`config.mk`:
```
export PLATFORM = sky130hd
export DESIGN_NAME = uart_tx_port
export DESIGN_NICKNAME = d
export VERILOG_FILES = /design/src/rtl/uart_tx_port.sv
export SDC_FILE = /design/constraint.sdc
export NUM_CORES = 1
export LEC_CHECK = 0
export BUFFER_PORTS_ARGS = -buffer_cell sky130_fd_sc_hd__buf_2
export CAP_MARGIN = 30
export CORE_AREA = 2 2 51 100
export CTS_BUF_LIST = sky130_fd_sc_hd__clkbuf_4 sky130_fd_sc_hd__clkbuf_8 sky130_fd_sc_hd__clkbuf_16
export CTS_CLUSTER_SIZE = 30
export DETAILED_ROUTE_END_ITERATION = 7
export DIE_AREA = 0 0 53 102
export HOLD_SLACK_MARGIN = 0.08
export PLACE_DENSITY = 0.8
export SKIP_CTS_REPAIR_TIMING = 1
export SLEW_MARGIN = 20
export SYNTH_ARGS = -nofsm -noshare
export SYNTH_HDL_FRONTEND = slang
export SYNTH_SLANG_ARGS = --single-unit
```
`constraint.sdc`:
```
create_clock -name clk -period 4.9 [get_ports clk]
set_input_delay 0 -clock clk [delete_from_list [all_inputs] [get_ports clk]]
set_output_delay 0 -clock clk [all_outputs]
set_load 0.01 [all_outputs]
```
`src/rtl/uart_tx_port.sv`:
```
// 8N1 serial transmitter fed from a CPU output port through a small FIFO.
// Ports: clk, reset (async, low), dato/we/clr_ovf in; tx, estado, cnt out.
module uart_tx_port #(
    parameter int DIV   = 4,
    parameter int DEPTH = 4,
    parameter int AW    = 2
) (
    input  logic          clk,
    input  logic          reset,
    input  logic [7:0]    dato,
    input  logic          we,
    input  logic          clr_ovf,
    output logic          tx,
    output logic [7:0]    estado,
    output logic [AW:0]   cnt
);

    localparam int CW = $clog2(DIV);
    localparam logic [CW-1:0] LAST  = CW'(DIV - 1);
    localparam logic [AW:0]   FULLC = (AW + 1)'(DEPTH);

    typedef enum logic [1:0] {
        IDLE,
        START,
        DATA,
        STOP
    } state_t;

    state_t        state;
    logic [CW-1:0] bitcnt;
    logic [2:0]    idx;
    logic [7:0]    shift;
    logic          busy;
    logic          ovf;

    logic [7:0]    mem [DEPTH];
    logic [AW-1:0] wp;
    logic [AW-1:0] rp;

    logic full;
    logic empty;
    logic push;
    logic pop;
    logic bit_end;

    assign full    = (cnt == FULLC);
    assign empty   = (cnt == '0);
    assign push    = we && !full;
    assign bit_end = (bitcnt == LAST);
    // Pop when idle, or on the final stop cycle so frames run back-to-back.
    assign pop     = !empty &&
                     ((state == IDLE) || ((state == STOP) && bit_end));

    assign estado = {4'b0000, ovf, busy, empty, full};

    always_ff @(posedge clk) begin
        if (push) begin
            mem[wp] <= dato;
        end
    end

    always_ff @(posedge clk or negedge reset) begin
        if (!reset) begin
            wp  <= '0;
            rp  <= '0;
            cnt <= '0;
            ovf <= 1'b0;
        end else begin
            if (push) begin
                wp <= wp + AW'(1);
            end
            if (pop) begin
                rp <= rp + AW'(1);
            end
            unique case ({push, pop})
                2'b10:   cnt <= cnt + (AW + 1)'(1);
                2'b01:   cnt <= cnt - (AW + 1)'(1);
                default: cnt <= cnt;
            endcase
            // A dropped write outranks a clear in the same cycle.
            if (we && full) begin
                ovf <= 1'b1;
            end else if (clr_ovf) begin
                ovf <= 1'b0;
            end
        end
    end

    always_ff @(posedge clk or negedge reset) begin
        if (!reset) begin
            state  <= IDLE;
            bitcnt <= '0;
            idx    <= '0;
            shift  <= '0;
            tx     <= 1'b1;
            busy   <= 1'b0;
        end else begin
            unique case (state)
                IDLE: begin
                    if (pop) begin
                        state  <= START;
                        shift  <= mem[rp];
                        bitcnt <= '0;
                        tx     <= 1'b0;
                        busy   <= 1'b1;
                    end
                end
                START: begin
                    if (bit_end) begin
                        state  <= DATA;
                        bitcnt <= '0;
                        idx    <= '0;
                        tx     <= shift[0];
                    end else begin
                        bitcnt <= bitcnt + CW'(1);
                    end
                end
                DATA: begin
                    if (bit_end) begin
                        bitcnt <= '0;
                        if (idx == 3'd7) begin
                            state <= STOP;
                            tx    <= 1'b1;
                        end else begin
                            idx   <= idx + 3'd1;
                            shift <= {1'b0, shift[7:1]};
                            tx    <= shift[1];
                        end
                    end else begin
                        bitcnt <= bitcnt + CW'(1);
                    end
                end
                STOP: begin
                    if (bit_end) begin
                        bitcnt <= '0;
                        if (pop) begin
                            state <= START;
                            shift <= mem[rp];
                            tx    <= 1'b0;
                        end else begin
                            state <= IDLE;
                            busy  <= 1'b0;
                        end
                    end else begin
                        bitcnt <= bitcnt + CW'(1);
                    end
                end
                default: begin
                    state <= IDLE;
                    tx    <= 1'b1;
                    busy  <= 1'b0;
                end
            endcase
        end
    end

endmodule
```
# Word-level counts from Yosys, hierarchy flattened
# Memory sizes are Yosys's and may differ from the RTL's.
# Cells that the tools add are included.
dict set report classes {
  n_reduce_logical 20
  add_sub_neg 6
  muxes 34
  n_eq_ne 15
}
# cell n
set ops {}
lappend ops {{8-bit two-way mux} 4}
lappend ops {{8-bit one-hot mux with 3 select lines} 1}
lappend ops {{2-bit two-way mux} 7}
lappend ops {{2-bit inequality test (second input constant)} 7}
lappend ops {{1-bit two-way mux} 13}
lappend ops {{3-bit one-hot mux with 2 select lines} 2}
lappend ops {{4-bit AND reduction} 3}
lappend ops {{3-bit two-way mux} 3}
lappend ops {{2-bit == test (second input constant)} 4}
lappend ops {{2-bit one-hot mux with 4 select lines} 1}
lappend ops {{2-bit nonzero test} 4}
lappend ops {{2-bit by 1-bit adder with 2-bit output (second input constant)} 3}
lappend ops {{3-bit by 1-bit adder with 3-bit output (second input constant)} 2}
lappend ops {{3-bit == test (second input constant)} 2}
lappend ops {{5-bit AND reduction} 1}
lappend ops {{2-bit by 1-bit == test with 1-bit output (second input constant)} 2}
lappend ops {{1-bit logical AND} 4}
lappend ops {{1-bit one-hot mux with 4 select lines} 1}
lappend ops {{2-bit one-hot mux with 2 select lines} 1}
lappend ops {{3-bit logical NOT} 1}
lappend ops {{3-bit AND reduction} 1}
lappend ops {{3-bit nonzero test} 1}
lappend ops {{3-bit OR reduction} 1}
lappend ops {{3-bit by 1-bit subtractor with 3-bit output (second input constant)} 1}
lappend ops {{other kinds (4)} 5}
dict set report totals {
  ff_bits 25
  output_inout_bits 12
  ramBits 32
  wordCells 86
  memories 1
}
# name depth word_bits rd rd_ports_with_merged_regs wr line_no
set mem_list {}
lappend mem_list {mem 4 8 1 0 1 36} ;# logic [7:0] mem [DEPTH];

# Longest topological paths before layout
dict set report logic_depth {
  word_depth 7
  mapped_depth 11
  ltp_nobuf 10
}

# Worst setup path before layout
# OpenSTA, ideal clock, no wires.
dict set report synth_timing {
  path_type {reg2reg}
  from {register state[0]}
  to {register cnt[2]}
  stages_incl_launch_ff 12
  t_arrival_ps 2176
  setup_time_ps 79
  path_slack_ps 2644
  t_required_ps 4821
  cell_sequence {dfrtp_1 inv_1 ha_1 a21oi_1 nor2_2 buf_2 ha_1 inv_1 fa_1 xor2_1 nor2_1 xor2_1}
}
dict set report synth_via {
  elab_chain_cells 6
  elab_cells_between_ends 9
  cone_classes {3 x eq/ne; 1 x mux; 5 x reduce/logical}
}
# item line_no
set synth_rtl {}
lappend synth_rtl {{start, declared} 29} ;# state_t state;
lappend synth_rtl {{start signal, assigned} 91} ;# state <= IDLE;
lappend synth_rtl {{start signal, assigned} 101} ;# state <= START;
lappend synth_rtl {{start signal, assigned} 110} ;# state <= DATA;
lappend synth_rtl {{2-bit == test} 52} ;# ((state == IDLE) || ((state == STOP) && bit_end));
lappend synth_rtl {{1-bit logical AND} 52}
lappend synth_rtl {{1-bit logical OR (*)} 52}
lappend synth_rtl {{1-bit logical AND (*)} 51} ;# assign pop = !empty &&
lappend synth_rtl {{via pop} 43} ;# logic pop;
lappend synth_rtl {{2-bit by 1-bit == test with 1-bit output / 2-bit == test (equally long branches)} 75} ;# unique case ({push, pop})
lappend synth_rtl {{3-bit one-hot mux with 2 select lines / 2-bit nonzero test (equally long branches)} --}
lappend synth_rtl {{end signal, assigned} 76} ;# 2'b10: cnt <= cnt + (AW + 1)'(1);
lappend synth_rtl {{end signal, assigned} 77} ;# 2'b01: cnt <= cnt - (AW + 1)'(1);
lappend synth_rtl {{end signal, assigned} 78} ;# default: cnt <= cnt;
lappend synth_rtl {{end, declared} 15} ;# output logic [AW:0] cnt
# The timed path passes the listed nets; every way through them passes the cells marked *.
# A chain may end at the register's enable or synchronous reset.

# Worst setup path in the final report
dict set report layout_timing {
  from {register state[0]}
  to {register cnt[2]}
}
dict set report layout_via {
  elab_chain_cells 6
  elab_cells_between_ends 9
  cone_classes {3 x eq/ne; 1 x mux; 5 x reduce/logical}
}
# item line_no
set layout_rtl {}
lappend layout_rtl {{2-bit == test} 52}
lappend layout_rtl {{1-bit logical AND} 52}
lappend layout_rtl {{1-bit logical OR (*)} 52}
lappend layout_rtl {{1-bit logical AND (*)} 51}
lappend layout_rtl {{2-bit by 1-bit == test with 1-bit output / 2-bit == test (equally long branches)} 75}
lappend layout_rtl {{3-bit one-hot mux with 2 select lines / 2-bit nonzero test (equally long branches)} --}
# Mark *: on every way between the ends. The rest lies on a longest branch, timed or not.

==> reports/summary.txt <==
status - complete, no violations
Avg WL per Cell - 17.3 um
vias in the first global route - 1,639
Setup-failing EPs final - 0
total power - 2.08 mW
pwr/cell area - 655 nW/um^2
die area - 5410 sq um
cell area after layout - 3180 sq um
vias - 1,704
grt ovf - 0
fill count - 329
fin nets - 264
Yosys warning count - 0
fin crit share - 55.5%
slew at the pin closest to its max-slew limit - 0.865 ns
Sink Count - 57
number of diodes - 0
unrepaired setup endpoints after global routing - false
Core Area - 4600 sq um
leakage - 1.31 nW
Syn Inst Count - 207
Initial Utilization - 60.6%
CTS root buffer - clkbuf_8
Max IR drop VDD - 466 uV
crit path kind - reg -> reg
Post-synth ARST share - 43.9%
number of synthesized flops with an enable pin - 32
Critical Path AT - 2.97 ns
FF+latch count, synth - 57
DRC - 0
Chip Height - 102 um
DRT Wirelength - 5130 um
first-pass GRT wire length - 7730 um
Area growth syn-to-layout - 14.0%
Netlist cell types - 45
most frequent cells in the layout - 32 x edfxtp_1, 24 x dfrtp_1, 19 x buf_2
Max FO, Critical Path - 12
CP max stage delay - 0.50 ns
leading area contributor after synthesis - edfxtp_1
CTS max path bufs - 2
Setup TNS Final - 0 ns
pin count of the biggest net entering global routing - 26
PortBufs - 19
fin crit period - 2.72 ns
Die X - 53 um
mapped cell area - 2790 sq um
commonest non-fill, non-tap cell in the layout - edfxtp_1
gr usage total - 20.4%
H-tree Lvls - 3
fraction of layout cells with a size suffix above 1 - 22.7%
crit-path cells - inv_1 -> ha_1 -> a21oi_1 -> nor2_2 -> ha_1 -> inv_1 -> fa_1 -> xor2_1 -> nor2_1 -> xor2_1
DRT antenna net count - 0
Slew headroom - 41.9%
Max Cap Viol - 0
placer congestion estimate - 0.798
FMAX - 368 MHz
ys flop type - edfxtp_1
startpoint types - register
Final HPWL DP - 3350 um
Crit. End Element - register
initial antenna violation count - 0
TritonCTS clock tree - yes
Hold WC Path Type - in -> reg
top cells by area, synth - edfxtp_1 34%, dfrtp_1 22%, mux4_1 6.6%, ha_1 6.3%, buf_4 2.4%
top-area cell type share of the netlist area - 34.5%
Final Hold Vio Count - 0
initial DRC count - 40
Final Skew - 0.0134 ns
WP data required - 5.16 ns
clk slew on worst S/H paths - 0.07 ns
Rows - 35
CTS buffer count - 9
post-synthesis sequential area ratio - 57.0%
slowest cell on the critical path - nor2_2
Clock Latency Late Sink - 0.34 ns
# IOs - 24
TritonRoute pass-1 iters - 4
Avg Inst Size Synth - 13.5 sq um
Vias/cell - 5.74
Post-DP Area - 2860 sq um
Slew Limit Fails - 0
[sequential cells by signal, indices dropped and copies added, names as in the netlist]
name / count
mem: 32
shift: 8
cnt: 3
idx: 3
bitcnt: 2
rp: 2
state: 2
wp: 2
busy: 1
ovf: 1
tx: 1
[final cells by class]
| type | instances | area [sq um] | share of cell area [%] |
|---|---|---|---|
| flip-flops and latches | 57 | 1590 | 50.0 |
| multi-input cells | 128 | 1070 | 33.7 |
| repair buffers | 30 | 205 | 6.46 |
| clock buffers | 9 | 124 | 3.90 |
| clock inverters | 7 | 78.8 | 2.48 |
| well taps | 55 | 68.8 | 2.17 |
| inverters | 11 | 41.3 | 1.30 |
[metrics by stage]
stage / util [%] / cells / hold WS [ns] / setup slack [ns]
after detailed placement: 62.3 / 270 / 0.0312 / 2.21
final: 69.1 / 297 / 0.131 / 2.18
after global placement: 62.3 / 270 / 0.0307 / 2.32
after global routing: 69.1 / 297 / 0.147 / 1.99
after floorplan: - / 210 / -0.296 / 2.64
after CTS: 66.7 / 286 / -0.320 / 2.21
[worst paths after layout]
check / startpoint / endpoint / slack [ns] / cells past startpoint
setup / recovery: state[0] / cnt[2] / 2.18 / 10
hold reg to reg: shift[1] / shift[1] / 0.53 / 1
max in group asynchronous: reset / idx[0] / 4.29 / 2
min in group asynchronous: reset / busy / 0.21 / 2
setup reg to reg: state[0] / cnt[2] / 2.18 / 10
hold / removal: we / wp[0] / 0.13 / 3
[kinds of logic after synthesis]
group	share of synthesized area [%]
adder cells (fa/ha/maj)	7.01
other	0.135
multiplexers	9.03
AND/OR/NAND/NOR	10.2
XOR/XNOR	1.89
AO/OA/AOI/OAI	9.74
flip-flops	57.0
buffers and inverters	4.98
[synthesized netlist by cell type, types with 5 or more instances]
master	n
edfxtp_1	32
dfrtp_1	24
nor2_1	18
ha_1	14
inv_1	11
buf_4	9
nand2_1	9
a211oi_1	7
mux4_1	7
o21ai_0	7
o22ai_1	6
or2_2	6
a22o_1	5
[power by group]
group          total [mW]  internal (mW)  switching [mW]
sequential          0.797          0.672           0.125
clock               0.445          0.238           0.207
combinational       0.840          0.386           0.454
[worst max-delay path: cells and delay by family, from the launching register on]
family / cells / cell delay (ns)
XOR/XNOR: 2 / 0.32
AND/OR/NAND/NOR: 2 / 0.62
buffers and inverters: 2 / 0.22
adder cells (fa/ha/maj): 3 / 0.96
AO/OA/AOI/OAI: 1 / 0.11
flip-flops: 1 / 0.42
[per-layer routing]
metal	GRT usage, %	wire (um)
met1	21.3	1900
met2	37.3	2940
met3	4.97	119
met4	8.88	173
met5	0	0
No activity file was read; power rests on OpenSTA's default activity.
